==> config.mk <==
export PLATFORM = sky130hd
export DESIGN_NAME = ulpi_reg_ctrl
export DESIGN_NICKNAME = d
export VERILOG_FILES = /design/src/rtl/ulpi_pkg.sv /design/src/rtl/ulpi_rxcmd_tracker.sv /design/src/rtl/ulpi_reg_ctrl.sv
export SDC_FILE = /design/constraint.sdc
export NUM_CORES = 1
export LEC_CHECK = 0
export ABC_AREA = 1
export ABC_CLOCK_PERIOD_IN_PS = 5600
export BUFFER_PORTS_ARGS = -buffer_cell sky130_fd_sc_hd__buf_2
export CORE_MARGIN = 1.5
export CORE_UTILIZATION = 45
export CTS_CLUSTER_SIZE = 25
export DETAILED_ROUTE_END_ITERATION = 6
export GPL_TIMING_DRIVEN = 0
export PLACE_DENSITY = 0.75
export SLEW_MARGIN = 20
export SYNTH_ARGS = -nofsm -noshare
export SYNTH_HDL_FRONTEND = slang
export SYNTH_HIERARCHICAL = 1
export SYNTH_SLANG_ARGS = --single-unit
==> constraint.sdc <==
create_clock -name clk -period 5.6 [get_ports clk]
set_clock_uncertainty 0.2 [all_clocks]
set_input_delay 0.84 -clock clk [delete_from_list [all_inputs] [get_ports clk]]
set_output_delay 0.84 -clock clk [all_outputs]
set_load 0.005 [all_outputs]
==> src/rtl/ulpi_pkg.sv <==
// Shared ULPI register-access constants, FSM state type and address helper.
package ulpi_pkg;

    localparam logic [1:0] REGW         = 2'b10;
    localparam logic [1:0] REGR         = 2'b11;
    localparam logic [5:0] EXT_ADDR_ESC = 6'h2F;

    typedef enum logic [3:0] {
        IDLE,
        CMD,
        EXT_ADDR,
        WDATA,
        STP,
        TURN,
        RDATA,
        DONE,
        WAIT_DIR_LOW
    } reg_state_t;

    // Addresses at or above the escape code need the extended two-byte form.
    function automatic logic is_ext_addr(input logic [7:0] addr);
        return addr >= 8'h2F;
    endfunction

endpackage

==> src/rtl/ulpi_rxcmd_tracker.sv <==
// Captures RX CMD bytes the PHY sends while it owns the bus outside a register read.
module ulpi_rxcmd_tracker (
    input  logic       clk,
    input  logic       reset,
    input  logic       ulpi_dir,
    input  logic       ulpi_nxt,
    input  logic [7:0] ulpi_data_in,
    input  logic       capture_en,
    output logic       rxcmd_valid,
    output logic [7:0] rxcmd,
    output logic [1:0] line_state
);

    logic       dir_q_reg;
    logic       valid_reg;
    logic [7:0] rxcmd_reg;
    logic [1:0] line_state_reg;
    logic       capture;

    // The first dir=1 cycle is the bus turnaround, so require dir high on the previous cycle too.
    assign capture = ulpi_dir && dir_q_reg && !ulpi_nxt && capture_en;

    always_ff @(posedge clk) begin
        if (reset) begin
            dir_q_reg      <= 1'b0;
            valid_reg      <= 1'b0;
            rxcmd_reg      <= 8'h00;
            line_state_reg <= 2'b00;
        end else begin
            dir_q_reg <= ulpi_dir;
            valid_reg <= capture;
            if (capture) begin
                rxcmd_reg      <= ulpi_data_in;
                line_state_reg <= ulpi_data_in[1:0];
            end
        end
    end

    assign rxcmd_valid = valid_reg;
    assign rxcmd       = rxcmd_reg;
    assign line_state  = line_state_reg;

endmodule

==> src/rtl/ulpi_reg_ctrl.sv <==
// ULPI link-side register engine: turns req/done accesses into TX CMD write/read
// sequences with extended addressing, dir-abort retry and stall timeout.
module ulpi_reg_ctrl
    import ulpi_pkg::*;
#(
    parameter int EXT_ADDR_EN    = 1,
    parameter int TIMEOUT_CYCLES = 64,
    parameter int MAX_RETRY      = 3
) (
    input  logic       clk,
    input  logic       reset,
    input  logic [7:0] ulpi_data_in,
    output logic [7:0] ulpi_data_out,
    output logic       ulpi_data_oe,
    input  logic       ulpi_dir,
    input  logic       ulpi_nxt,
    output logic       ulpi_stp,
    input  logic       tx_busy,
    input  logic       req,
    output logic       req_ready,
    input  logic       req_rd,
    input  logic [7:0] req_addr,
    input  logic [7:0] req_wdata,
    output logic       done,
    output logic       err,
    output logic [7:0] rdata,
    output logic       rxcmd_valid,
    output logic [7:0] rxcmd,
    output logic [1:0] line_state
);

    localparam int TW = $clog2(TIMEOUT_CYCLES + 1);
    localparam int RW = $clog2(MAX_RETRY + 2);

    reg_state_t    state_reg, state_next;
    logic          rd_reg, rd_next;
    logic [7:0]    addr_reg, addr_next;
    logic [7:0]    wdata_reg, wdata_next;
    logic [7:0]    rdata_reg, rdata_next;
    logic [RW-1:0] retry_reg, retry_next;
    logic [TW-1:0] tmo_reg;
    logic          failed_reg, failed_next;
    logic          turn_seen_reg, turn_seen_next;
    logic          done_reg, done_next;
    logic          err_reg, err_next;

    logic ext, ext_illegal, waiting, tmo_hit, abort;

    assign ext         = is_ext_addr(addr_reg);
    assign ext_illegal = (EXT_ADDR_EN == 0) && is_ext_addr(req_addr);
    assign req_ready   = (state_reg == IDLE) && !ulpi_dir && !tx_busy;
    assign waiting     = (state_reg == CMD) || (state_reg == EXT_ADDR) || (state_reg == WDATA) ||
                         (state_reg == TURN) || (state_reg == RDATA);
    assign tmo_hit     = (tmo_reg == TW'(TIMEOUT_CYCLES - 1));

    always_comb begin
        state_next     = state_reg;
        rd_next        = rd_reg;
        addr_next      = addr_reg;
        wdata_next     = wdata_reg;
        rdata_next     = rdata_reg;
        retry_next     = retry_reg;
        failed_next    = failed_reg;
        turn_seen_next = turn_seen_reg;
        done_next      = 1'b0;
        err_next       = 1'b0;
        abort          = 1'b0;
        ulpi_data_out  = 8'h00;
        ulpi_data_oe   = 1'b0;
        ulpi_stp       = 1'b0;

        case (state_reg)
            IDLE: begin
                if (req && req_ready) begin
                    rd_next     = req_rd;
                    addr_next   = req_addr;
                    wdata_next  = req_wdata;
                    retry_next  = '0;
                    failed_next = 1'b0;
                    if (ext_illegal) begin
                        state_next = DONE;
                        done_next  = 1'b1;
                        err_next   = 1'b1;
                    end else begin
                        state_next = CMD;
                    end
                end
            end
            CMD: begin
                ulpi_data_oe  = 1'b1;
                ulpi_data_out = {rd_reg ? REGR : REGW, ext ? EXT_ADDR_ESC : addr_reg[5:0]};
                if (ulpi_dir) begin
                    abort = 1'b1;
                end else if (ulpi_nxt) begin
                    state_next = ext ? EXT_ADDR : (rd_reg ? TURN : WDATA);
                end else if (tmo_hit) begin
                    state_next  = STP;
                    failed_next = 1'b1;
                end
            end
            EXT_ADDR: begin
                ulpi_data_oe  = 1'b1;
                ulpi_data_out = addr_reg;
                if (ulpi_dir) begin
                    abort = 1'b1;
                end else if (ulpi_nxt) begin
                    state_next = rd_reg ? TURN : WDATA;
                end else if (tmo_hit) begin
                    state_next  = STP;
                    failed_next = 1'b1;
                end
            end
            WDATA: begin
                ulpi_data_oe  = 1'b1;
                ulpi_data_out = wdata_reg;
                if (ulpi_dir) begin
                    abort = 1'b1;
                end else if (ulpi_nxt || tmo_hit) begin
                    state_next  = STP;
                    failed_next = !ulpi_nxt;
                end
            end
            STP: begin
                ulpi_data_oe = 1'b1;
                ulpi_stp     = 1'b1;
                state_next   = DONE;
                done_next    = 1'b1;
                err_next     = failed_reg;
            end
            TURN: begin
                if (ulpi_dir) begin
                    if (ulpi_nxt) abort = 1'b1;
                    else          state_next = RDATA;
                end else if (tmo_hit) begin
                    state_next = DONE;
                    done_next  = 1'b1;
                    err_next   = 1'b1;
                end
            end
            RDATA: begin
                if (ulpi_dir && !ulpi_nxt) begin
                    rdata_next = ulpi_data_in;
                    state_next = DONE;
                    done_next  = 1'b1;
                end else begin
                    abort = 1'b1;
                end
            end
            DONE: state_next = IDLE;
            WAIT_DIR_LOW: begin
                // One dir-low cycle of turnaround before the link may drive again.
                if (ulpi_dir)            turn_seen_next = 1'b0;
                else if (!turn_seen_reg) turn_seen_next = 1'b1;
                else                     state_next = failed_reg ? IDLE : CMD;
            end
            default: state_next = IDLE;
        endcase

        if (abort) begin
            state_next     = WAIT_DIR_LOW;
            turn_seen_next = 1'b0;
            if (retry_reg >= RW'(MAX_RETRY)) begin
                done_next   = 1'b1;
                err_next    = 1'b1;
                failed_next = 1'b1;
            end else begin
                retry_next = retry_reg + 1'b1;
            end
        end

        if (ulpi_dir) ulpi_data_oe = 1'b0;
    end

    always_ff @(posedge clk) begin
        if (reset) begin
            state_reg     <= IDLE;
            rd_reg        <= 1'b0;
            addr_reg      <= 8'h00;
            wdata_reg     <= 8'h00;
            rdata_reg     <= 8'h00;
            retry_reg     <= '0;
            tmo_reg       <= '0;
            failed_reg    <= 1'b0;
            turn_seen_reg <= 1'b0;
            done_reg      <= 1'b0;
            err_reg       <= 1'b0;
        end else begin
            state_reg     <= state_next;
            rd_reg        <= rd_next;
            addr_reg      <= addr_next;
            wdata_reg     <= wdata_next;
            rdata_reg     <= rdata_next;
            retry_reg     <= retry_next;
            failed_reg    <= failed_next;
            turn_seen_reg <= turn_seen_next;
            done_reg      <= done_next;
            err_reg       <= err_next;
            tmo_reg       <= (state_next != state_reg || !waiting) ? '0 : tmo_reg + 1'b1;
        end
    end

    assign done  = done_reg;
    assign err   = err_reg;
    assign rdata = rdata_reg;

    ulpi_rxcmd_tracker u_rxcmd (
        .clk          (clk),
        .reset        (reset),
        .ulpi_dir     (ulpi_dir),
        .ulpi_nxt     (ulpi_nxt),
        .ulpi_data_in (ulpi_data_in),
        .capture_en   ((state_reg != TURN) && (state_reg != RDATA)),
        .rxcmd_valid  (rxcmd_valid),
        .rxcmd        (rxcmd),
        .line_state   (line_state)
    );

endmodule

# Word-level counts from Yosys, hierarchy flattened
# Index checks and enable logic that the tools add are counted.
[totals]
mem_bits_rw = 0
mem_count = 0
elab_cells = 109
regBits = 55
rom_bits = 0
out_inout_bits = 32
latchBits = 0
[classes]
reduce_logical = 26
eq_ne = 11
div_mod_pow = 0
n_shift = 0
bitwise = 0
add_sub_neg = 2
n_lt_le_gt_ge = 2
mux = 53
n_mul = 0
[ops]
columns = ["cell", "n"]
rows = [
  ["2-to-1 mux 4 bit", 16],
  ["one-hot mux 4 bit (8 select lines)", 1],
  ["2-to-1 mux 1 bit", 25],
  ["one-hot mux 8 bit (3 select lines)", 1],
  ["2-to-1 mux 3 bit", 5],
  ["== test 4 x 3 -> 1 bit, second input constant", 3],
  ["one-hot mux 1 bit (3 select lines)", 3],
  ["== test 4 x 2 -> 1 bit, second input constant", 2],
  [">= comparator 8 x 6 -> 1 bit, second input constant", 1],
  ["logical AND 1 bit", 8],
  ["inequality test 4 x 3 -> 1 bit, second input constant", 2],
  ["adder 7 x 1 -> 7 bit, second input constant", 1],
  ["== test 7 x 6 -> 1 bit, second input constant", 1],
  ["logical OR 1 bit", 6],
  ["2-to-1 mux 6 bit", 1],
  ["OR reduction 2 bit", 3],
  ["== test 4 x 1 -> 1 bit, second input constant", 1],
  ["== test 4 bit, second input constant", 1],
  ["zero test 1 bit", 4],
  ["zero test 4 bit", 1],
  ["inequality test 4 bit", 1],
  ["AND reduction 2 bit", 2],
  ["OR reduction 4 bit", 1],
  ["adder 3 x 1 -> 3 bit, second input constant", 1],
  ["3 further kinds", 3],
]

# Logic depth before layout (Yosys ltp)
# Gate-level depths: netlist (run 1).
[logic_depth]
ltp_word = 10
depth_mapped = 16
ltp_nobuf = 16

# Modules after synthesis
# The synthesis (run 1) kept the hierarchy.
[by_module_without_submodules]
columns = ["mod", "cells_per_inst", "area_per_inst_um2", "n_inst"]
rows = [
  ["ulpi_reg_ctrl", 317, 2207.1, 1],
  ["ulpi_rxcmd_tracker", 63, 466.7, 1],
]

# Worst setup path before layout (run 1)
# OpenSTA, ideal clock, no wires.
[synth_path]
path_kind = "input-to-reg"
startpoint = "input port ulpi_dir"
endpoint = "register tmo_reg[0]"
n_path_buf = 1
setup_ns = 0.063
arrival_ns = 2.089
cell_stages = 14
path_slack_ns = 3.248
cell_sequence = "buf_2 nor2_1 nand2_1 nor2_1 nand2_2 nand3_1 nor2_1 nand3_1 nand2_1 nand2_1 nand2_1 nor2_2 nand2_4 nor2_2"
[synth_via]
elab_chain_len = 10
[synth_rtl]
columns = ["item", "line", "source"]
rows = [
  ["start: declaration", "ulpi_reg_ctrl.sv:15", "input logic ulpi_dir,"],
  ["zero test 1 bit", "ulpi_reg_ctrl.sv:51", "assign req_ready = (state_reg == IDLE) && !ulpi_dir && !tx_busy;"],
  ["logical AND 1 bit (2 in series)", "ulpi_reg_ctrl.sv:51", ""],
  ["via req_ready", "ulpi_reg_ctrl.sv:20", "output logic req_ready,"],
  ["logical AND 1 bit", "ulpi_reg_ctrl.sv:74", "if (req && req_ready) begin"],
  ["2-to-1 mux 4 bit", "ulpi_reg_ctrl.sv:74", ""],
  ["one-hot mux 4 bit (8 select lines)", "ulpi_reg_ctrl.sv:72", "case (state_reg)"],
  ["2-to-1 mux 4 bit", "ulpi_reg_ctrl.sv:159", "if (abort) begin"],
  ["inequality test 4 bit", "ulpi_reg_ctrl.sv:198", "tmo_reg <= (state_next != state_reg || !waiting) ? '0 : tmo_reg + 1'b1;"],
  ["logical OR 1 bit", "ulpi_reg_ctrl.sv:198", ""],
  ["OR reduction 2 bit (no line)", "--", ""],
  ["end signal: assignment", "ulpi_reg_ctrl.sv:198", ""],
  ["end: declaration", "ulpi_reg_ctrl.sv:41", "logic [TW-1:0] tmo_reg;"],
]
# The timed path passes the listed nets, and every way through them passes these cells.
# A chain may end at the register's enable or synchronous reset.

# Worst setup path after layout (run 1)
[layout_path]
startpoint = "register state_reg[3]"
endpoint = "output port ulpi_data_out[5]"
[layout_via]
elab_chain_len = 2
[layout_rtl]
columns = ["item", "line", "source"]
rows = [
  ["start: declaration", "ulpi_reg_ctrl.sv:35", "reg_state_t state_reg, state_next;"],
  ["start signal: assignment", "ulpi_reg_ctrl.sv:188", "state_reg <= state_next;"],
  ["== test 4 x 2 -> 1 bit or == test 4 x 1 -> 1 bit (tied branches)", "ulpi_reg_ctrl.sv:72", ""],
  ["one-hot mux 8 bit (3 select lines) (*)", "ulpi_reg_ctrl.sv:72", ""],
  ["end: declaration", "ulpi_reg_ctrl.sv:13", "output logic [7:0] ulpi_data_out,"],
]
# Mark *: on every way between the ends. The rest lies on a longest branch, timed or not.

==> metrics.md, run 1 <==
| Metric | Value |
|---|---|
| Status | completed |
| GRT Total Usage | 19.74% |
| Critical path capture point type | output pin |
| FF-to-FF Start | tmo_reg[0] |
| Fillers | 572 |
| Most common cell in the netlist | nand2_1 |
| Port bufs | 62 |
| EDFF count, synth | 0 |
| CTS max path bufs | 2 |
| Post-route ant nets | 0 |
| Final net count | 483 |
| Post-synth top area share | 39.68% |
| Main synth FF type | dfxtp_1 |
| CP arrival | 1740 ps |
| Worst hold path type | reg -> reg |
| Antenna diode count | 0 |
| CTS tree | built |
| Max transition margin | 64.93% |
| Int Power | 0.5705 mW |
| Fin. max-slew vios | 0 |
| Starting density of the core | 47.68% |
| Tcrit/Tclk final | 49.57% |
| Worst-margin pin slew | 526.0 ps |
| Synthesized area per cell | 7.036 µm² |
| H-tree Lvls | 2 |
| Via density | 4.977 |
| Clock slew at reported path FFs | 80 ps |
| Mapped Cells | 380 |
| Sequential area share after synthesis | 39.68% |
| Area grow syn2layout | 19.47% |
| CP startpoint | state_reg[3] |
| Per-cell routed wire length | 11.60 µm |
| Leakage | 1.478 nW |
| Io pins | 63 |
| Startpoint types | register |
| Clock power share | 35.1% |
| Net count after synthesis | 414 |
| Core area | 0.005608 mm² |
| Post-CTS Hold Buffers | 0 |
| Critical path class | reg -> out |
| Via Count | 2598 |
| Worst-path maximum fanout | 9 |
| RSZ-0062 raised after global routing | no |
| Row count | 27 |
| Post-CTS sizing | 0 |
| Grt ovf | 0 |
| Post-route DRC | 0 |
| Netlist cell types | 32 |
| Final std cells w/o fill | 522 |
| Reg power frac | 51.4% |
| Largest net degree at the start of global routing | 17 |
| YS warnings | 6 |
| Hold Fails Final Rpt | 0 |
| Die W | 80.09 µm |
| Max-cap violations | 0 |
| Clk Latency, worst-skew pair | 310 ps |
| Switching part of the total | 25.94% |
| Yosys top cell by area | dfxtp_1 |
| Total CTS buffers | 5 |
| Comb pwr share | 13.5% |
| # Post-CTS Setup Buffers | 0 |
| Max rail drop VDD | 0.1284 mV |
| First drt pass iteration count | 4 |
| Layout cells sized above 1 | 27.11% |
| Vias in the first global route | 2319 |
| Num Clock Sinks | 53 |
| Top cells by count, synth | nand2_1, dfxtp_1, nand3_1, nor2_1, a21oi_1 |
| Synthesized area | 0.002674 mm² |
| Fmax | 360.3 MHz |
| Initial drt markers | 152 |
| Final wirelength | 6053 µm |
| # setup viols final | 0 |
| Placed cells | 514 |
| Placer Congestion | 0.9268 |
| Die height | 80.09 µm |
| Minimum clock period after layout | 2776 ps |
| Root buffer cell | clkbuf_8 |
| First-pass GRT wire length | 10060 µm |
| Seq cells post-synth | 53 |
| Hold path startpoint | tmo_reg[0] |
| Top post-synthesis cells by area | dfxtp_1, nand2_1, nand3_1, a21oi_1, nor2_1 |
| Initial antenna violation count | 0 |
| Detailed placement HPWL | 4737 µm |
| Ys async rst share | 0% |
| Required @ worst endpoint | 4560 ps |
| Setup_tns | 0 ps |
| Psw | 0.1998 mW |
| PD cells | 241.1 mW/mm² |
| Full die area | 0.006414 mm² |
==> metrics by stage <==
| stage | worst slack (ps) | hold WS, ps | utilization (%) | power, mW | instance area, µm² |
|---|---|---|---|---|---|
| 2_1_floorplan | 3248 | 227.6 | - | 0.4732 | 2674 |
| 3_3_place_gp | 2819 | 238.0 | 54.82 | 0.5062 | 3074 |
| 3_5_place_dp | 2809 | 242.7 | 54.82 | 0.5080 | 3074 |
| 4_1_cts | 2849 | 265.7 | 56.96 | 0.7718 | 3194 |
| 5_1_grt | 2703 | 292.4 | 56.96 | 0.8039 | 3194 |
| 6_report | 2824 | 258.2 | 56.96 | 0.7703 | 3194 |
==> final cells by class <==
type / instances / area [µm²] / share of cell area, %
multi-input combinational: 275 / 1400 / 43.83
sequential: 53 / 1061 / 33.22
timing repair buffer: 62 / 310.3 / 9.714
inverter: 41 / 153.9 / 4.818
tap: 72 / 90.09 / 2.820
clock buffer: 6 / 82.58 / 2.585
buffer: 11 / 58.81 / 1.841
clock inverter: 2 / 37.54 / 1.175
==> power groups by stage <==
stage	registers (mW)	logic [mW]	clock network, mW
after floorplan	0.403	0.0701	0
after global placement	0.404	0.102	0
after detailed placement	0.405	0.103	0
after CTS	0.396	0.104	0.272
after global routing	0.397	0.118	0.288
final	0.396	0.104	0.270
==> layer usage <==
metal | track usage [%] | up-vias | part of all wire (%)
met5 | 0 | - | 0
met2 | 34.03 | 74 | 48
met3 | 3.409 | 8 | 6.3
met1 | 25.24 | 1167 | 45
met4 | 5.345 | 0 | 0.96
li1 | - | 1349 | -
==> logic make-up (layout without fill, tap and decap cells) <==
group / after synthesis / after routing / synth area share, %
buffers and inverters: 52 / 122 / 7.955
flip-flops: 53 / 53 / 39.68
XOR/XNOR: 5 / 5 / 1.638
AND/OR/NAND/NOR: 218 / 218 / 38.89
adder cells (fa/ha/maj): 3 / 3 / 1.404
AO/OA/AOI/OAI: 49 / 49 / 10.44
==> cells in the final DEF, fill, tap and decap left out, drive strengths merged, types with 2 or more instances in the layout <==
| cell | synthesis | final |
|---|---|---|
| nand2 | 115 | 115 |
| buf | 5 | 67 |
| nor2 | 61 | 61 |
| dfxtp | 53 | 53 |
| inv | 40 | 40 |
| nand3 | 37 | 37 |
| a21oi | 32 | 32 |
| clkbuf | 6 | 12 |
| o21ai | 5 | 5 |
| a211oi | 5 | 5 |
| xor2 | 3 | 3 |
| ha | 3 | 3 |
| o211ai | 2 | 2 |
| nand4 | 2 | 2 |
| xnor2 | 2 | 2 |
| nor3 | 2 | 2 |
==> worst max-delay path, stage by stage, from the launching register on <==
cell      delay (ps)
dfxtp_1          470
nor2_4           120
nand3_1          140
clkinv_1         270
a21oi_1          210
o21ai_0           90
buf_2            130
==> worst paths after layout <==
path,to,slack (ps),depth (start not counted)
setup / recovery,ulpi_data_out[5],2820,6
hold reg to reg,tmo_reg[0],260,1
hold / removal,tmo_reg[0],260,1
setup reg to reg,tmo_reg[6],3290,13
Note: power is estimated with default switching activity, not from simulation.
==> inputs of run 2 (changes only) <==
- ABC_CLOCK_PERIOD_IN_PS: 5600 -> 2600
- clock period: 5.6 -> 2.6 ns (I/O delays scaled with it)
==> run 2 against run 1 <==
Combinational power increased by 120%. Wire length rose by 0.35%. Register-to-register slack got worse by 2900 ps. Highest routed layer unchanged. Non-clock buffer count unchanged. Hold slack worse by 170 ps. Final area grew 0.16%. Final cell count unchanged. Core utilization up 0.089 points. Via count is 0.12% higher. Largest power group unchanged. Sequential cell count did not move.
==> metrics.md, run 2 (synthesized netlist as in run 1, its figures left out) <==
| Metric | Value |
|---|---|
| Final net count | 483 (unchanged) |
| Io pins | 63 (unchanged) |
| Port bufs | 62 (unchanged) |
| Critical path capture point type | output pin |
| Die W | 80.09 µm (unchanged) |
| Row count | 27 (unchanged) |
| RSZ-0062 raised after global routing | no |
| Placed cells | 514 (unchanged) |
| Crit path cell chain | nor2_4 -> nand3_1 -> clkinv_1 -> a21oi_1 -> o21ai_0 -> buf_2 |
| Pre-CTS WS | 258.6 ps (-2550 ps) |
| Clock slew at reported path FFs | 80 ps (about the same) |
| Post-route ant nets | 0 (unchanged) |
| Total CTS buffers | 5 (unchanged) |
| Max rail drop VDD | 0.2768 mV (+120%) |
| Hold Slack | 92.74 ps (-165.4 ps) |
| H-tree Lvls | 2 (unchanged) |
| Final std cells w/o fill | 522 (unchanged) |
| Required @ worst endpoint | 2010 ps (-2550 ps) |
| WP buf/inv | 2 (unchanged) |
| CTS tree | built |
| Setup slack after layout | 270.4 ps (-2554 ps) |
| Starting density of the core | 47.68% (unchanged) |
| Initial drt markers | 147 (-3.3%) |
| Status | completed |
| Vias in the first global route | 2319 (unchanged) |
| Critical path class | reg -> out |
| # Post-CTS Setup Buffers | 0 (unchanged) |
| Tcrit/Tclk final | 89.60% |
| Core area | 0.005608 mm² (unchanged) |
| Initial antenna violation count | 0 (unchanged) |
| Full die area | 0.006414 mm² (unchanged) |
| Placed Area | 0.003074 mm² (unchanged) |
| Max transition margin | 65.08% (+0.15 points) |
| Leakage | 1.478 nW (about the same) |
| First drt pass iteration count | 4 (unchanged) |
| GRT Total Usage | 19.74% (unchanged) |
| Max-cap violations | 0 (unchanged) |
| Placer Congestion | 0.9268 (unchanged) |
| Detailed placement HPWL | 4737 µm (unchanged) |
| Root buffer cell | clkbuf_8 |
| Area grow syn2layout | 19.65% |
| Post-route DRC | 0 (unchanged) |
| Setup_tns | 0 ps (unchanged) |
| CP arrival | 1740 ps (about the same) |
| Minimum clock period after layout | 2330 ps |
| # setup viols final | 0 (unchanged) |
| Die height | 80.09 µm (unchanged) |
| Worst-path maximum fanout | 9 (unchanged) |
| Clk Latency, worst-skew pair | 310 ps (about the same) |
| Antenna diode count | 0 (unchanged) |
| Layout cells sized above 1 | 27.33% (+0.22 points) |
| Per-cell routed wire length | 11.64 µm (+0.35%) |
| Largest net degree at the start of global routing | 17 (unchanged) |
| Worst-margin pin slew | 523.8 ps (-2.234 ps) |
| Fmax | 429.3 MHz |
| Design area | 0.003199 mm² (+0.16%) |
| Critical-path top delay cell | dfxtp_1 |
| Fin. max-slew vios | 0 (unchanged) |
| Startpoint types | register |
| Worst hold path type | in -> reg |
| Final core utilization | 57.05% (+0.089 points) |
| Most frequent cells in the layout | nand2_1, buf_2, dfxtp_1 |
| Commonest non-fill, non-tap cell in the layout | nand2_1 |
| Post-CTS Hold Buffers | 0 (unchanged) |
| Via density | 4.983 (+0.12%) |
| Hold Fails Final Rpt | 0 (unchanged) |
| PD cells | 519.2 mW/mm² (+120%) |
| Final wirelength | 6074 µm (+0.35%) |
| Grt ovf | 0 (unchanged) |
| Delay-heaviest family, CP | flip-flops |
| Via Count | 2601 (+0.12%) |
| Total power | 1.661 mW (+120%) |
| First-pass GRT wire length | 10060 µm (unchanged) |
| CTS max path bufs | 2 (unchanged) |
| Crit path largest cell delay | 480 ps (about the same) |
| Num Clock Sinks | 53 (unchanged) |
[run 2: where the power goes]
part / leakage, nW / switching, mW / internal (mW)
Combinational: 0.991 / 0.144 / 0.0809
Sequential: 0.429 / 0.0179 / 0.835
Clock: 0.0574 / 0.270 / 0.313
[run 2: layer usage]
| layer | track usage [%] | part of all wire, % | vias to the layer above |
|---|---|---|---|
| li1 | - | - | 1346 |
| met5 | 0 | 0 | - |
| met3 | 3.409 | 5.6 | 8 |
| met1 | 25.24 | 46 | 1171 |
| met4 | 5.345 | 0.95 | 0 |
| met2 | 34.03 | 48 | 76 |
[run 2: cell type report]
class	instances	area, µm²
Clock buffer	6	82.58
Buffer	11	58.81
Multi-Input combinational cell	275	1405
Timing Repair Buffer	62	310.3
Tap cell	72	90.09
Fill cell	571	2409
Sequential cell	53	1061
Inverter	41	153.9
Clock inverter	2	37.54
[run 2: timing repair]
action,in CTS,in global routing
gates resized for setup,0,1
setup endpoints to repair,0,6
endpoints found under the hold margin,0,0
[run 2: final timing paths]
path	from	endpoint	slack (ps)	depth (start not counted)
hold / removal	reset	u_rxcmd/dir_q_reg	90	2
setup reg to reg	tmo_reg[0]	tmo_reg[6]	370	13
hold reg to reg	tmo_reg[0]	tmo_reg[0]	260	1
setup / recovery	state_reg[3]	ulpi_data_out[5]	270	6
==> inputs of run 3 (changes only) <==
- CORE_UTILIZATION: 45 -> 53
- PLACE_DENSITY: 0.75 -> 0.85
==> run 3 against run 2 <==
Global-route usage is 4.3 points higher. Hold slack lost 5.0 ps. Fmax is 1.4% lower. Final area decreased by 0.86%. Combinational power barely moved. Sequential power barely moved. Final cell count down 1.1%. Critical endpoint is now ulpi_data_out[4]. Largest power group unchanged.
==> metrics.md, run 3 (synthesized netlist as in run 1, its figures left out) <==
| Metric | Value |
|---|---|
| Initial drt markers | 153 (+4.1%) |
| First drt pass iteration count | 4 (unchanged) |
| Vias in the first global route | 2289 (-1.3%) |
| Largest net degree at the start of global routing | 16 (-1) |
| GRT Total Usage | 23.99% (+4.3 points) |
| Area grow syn2layout | 18.62% |
| FF-to-FF Start | tmo_reg[0] |
| Critical path class | reg -> out |
| Tcrit/Tclk final | 90.84% (+1.2 points) |
| CP arrival | 1770 ps (+30 ps) |
| Design area | 0.003172 mm² (-0.86%) |
| Placer Congestion | 0.9126 (-1.5%) |
| Minimum clock period after layout | 2362 ps (+32.23 ps) |
| Startpoint types | register |
| Num Clock Sinks | 53 (unchanged) |
| CP startpoint | state_reg[3] |
| Root buffer cell | clkbuf_8 |
| Worst hold path type | in -> reg |
| Post-CTS sizing | 0 (unchanged) |
| H-tree Lvls | 2 (unchanged) |
| WP buf/inv | 2 (unchanged) |
| RSZ-0062 raised after global routing | no |
| Final net count | 483 (unchanged) |
| Crit path cell chain | nor2_4 -> nand3_1 -> clkinv_1 -> a32o_1 -> buf_2 |
| Grt ovf | 0 (unchanged) |
| Delay-heaviest family, CP | flip-flops |
| Max rail drop VDD | 0.3212 mV (+16%) |
| # Post-CTS Setup Buffers | 0 (unchanged) |
| Post-route DRC | 0 (unchanged) |
| Total CTS buffers | 5 (unchanged) |
| Clock slew at reported path FFs | 90 ps (about the same) |
| Critical path capture point type | output pin |
| Antenna diode count | 0 (unchanged) |
| Full die area | 0.005480 mm² (-15%) |
| Initial antenna violation count | 0 (unchanged) |
| CTS max path bufs | 2 (unchanged) |
| Total power | 1.616 mW (-2.7%) |
| # setup viols final | 0 (unchanged) |
| Detailed placement HPWL | 4653 µm (-1.8%) |
| Per-cell routed wire length | 11.93 µm (+2.5%) |
| Setup_tns | 0 ps (unchanged) |
| Via Count | 2654 (+2.0%) |
| Post-CTS Hold Buffers | 0 (unchanged) |
| Io pins | 63 (unchanged) |
| Leakage | 1.475 nW (-0.25%) |
| Core area | 0.004786 mm² (-15%) |
| Starting density of the core | 55.87% (+8.2 points) |
| Final wirelength | 6154 µm (+1.3%) |
| PD cells | 509.6 mW/mm² (-1.8%) |
| Port bufs | 62 (unchanged) |
| Critical-path top delay cell | dfxtp_1 |
| Commonest non-fill, non-tap cell in the layout | nand2_1 |
| Met1 WL | 2764 µm (-0.68%) |
| Most frequent cells in the layout | nand2_1, buf_2, dfxtp_1 |
| Worst-margin pin slew | 514.4 ps (-9.405 ps) |
| Final core utilization | 66.27% (+9.2 points) |
| Die W | 74.03 µm (-7.6%) |
| Required @ worst endpoint | 2010 ps (about the same) |
| Hold path startpoint | reset |
| Status | completed |
| Via density | 5.143 (+3.2%) |
| Die height | 74.03 µm (-7.6%) |
| Worst-path maximum fanout | 9 (unchanged) |
| Final std cells w/o fill | 516 (-1.1%) |
| Crit path largest cell delay | 480 ps (about the same) |
| Max-cap violations | 0 (unchanged) |
| Clk Latency, worst-skew pair | 310 ps (about the same) |
| DR WL met2 | 2893 µm (about the same) |
| Fin. max-slew vios | 0 (unchanged) |
| Max transition margin | 65.71% (+0.63 points) |
| Routed length on met3 | 400 µm (+18%) |
| Post-route ant nets | 0 (unchanged) |
| Fmax | 423.4 MHz (-1.4%) |
| CTS tree | built |
| Row count | 25 (-7.4%) |
| Hold Fails Final Rpt | 0 (unchanged) |
| DR top layer | met4 |
| Placed cells | 509 (-0.97%) |
| Placed Area | 0.003068 mm² (-0.20%) |
| First-pass GRT wire length | 10140 µm (+0.83%) |
| Layout cells sized above 1 | 26.95% (-0.38 points) |
[run 3: changes by cell type in the layout (fill, tap and decap cells not counted), sizes merged]
cell,delta
clkbuf,-1
clkinvlp,-1
clkinv,+1
[run 3: power breakdown]
| part | switching, mW | internal [mW] |
|---|---|---|
| Clock | 0.258 | 0.280 |
| Combinational | 0.144 | 0.0809 |
| Sequential | 0.0182 | 0.834 |
[run 3: routing by layer]
metal | vias to the layer above | GRT usage, %
li1 | 1352 | -
met1 | 1197 | 31.15
met2 | 96 | 39.88
met3 | 9 | 4.472
met4 | 0 | 8.436
met5 | - | 0
[run 3: worst paths after layout]
kind	end	slack, ps	cells past startpoint
setup / recovery	ulpi_data_out[4]	240	5
hold / removal	u_rxcmd/dir_q_reg	90	2
setup reg to reg	tmo_reg[2]	260	13
hold reg to reg	rdata[7]	260	2
[run 3: stage by stage]
stage	hold slack, ps	worst slack [ps]
floorplan	227.6	642.3
global placement	238.2	305.8
detailed placement	247.2	240.1
CTS	69.61	248.2
global route	79.72	69.67
finish	87.69	238.2
[run 3: layout make-up]
cell class	count	area [µm²]
multi-input combinational	275	1400
timing repair buffer	62	310.3
clock inverter	2	35.03
inverter	41	153.9
clock buffer	5	68.82
fill	434	1614
buffer	11	58.81
tap	67	83.83
sequential	53	1061
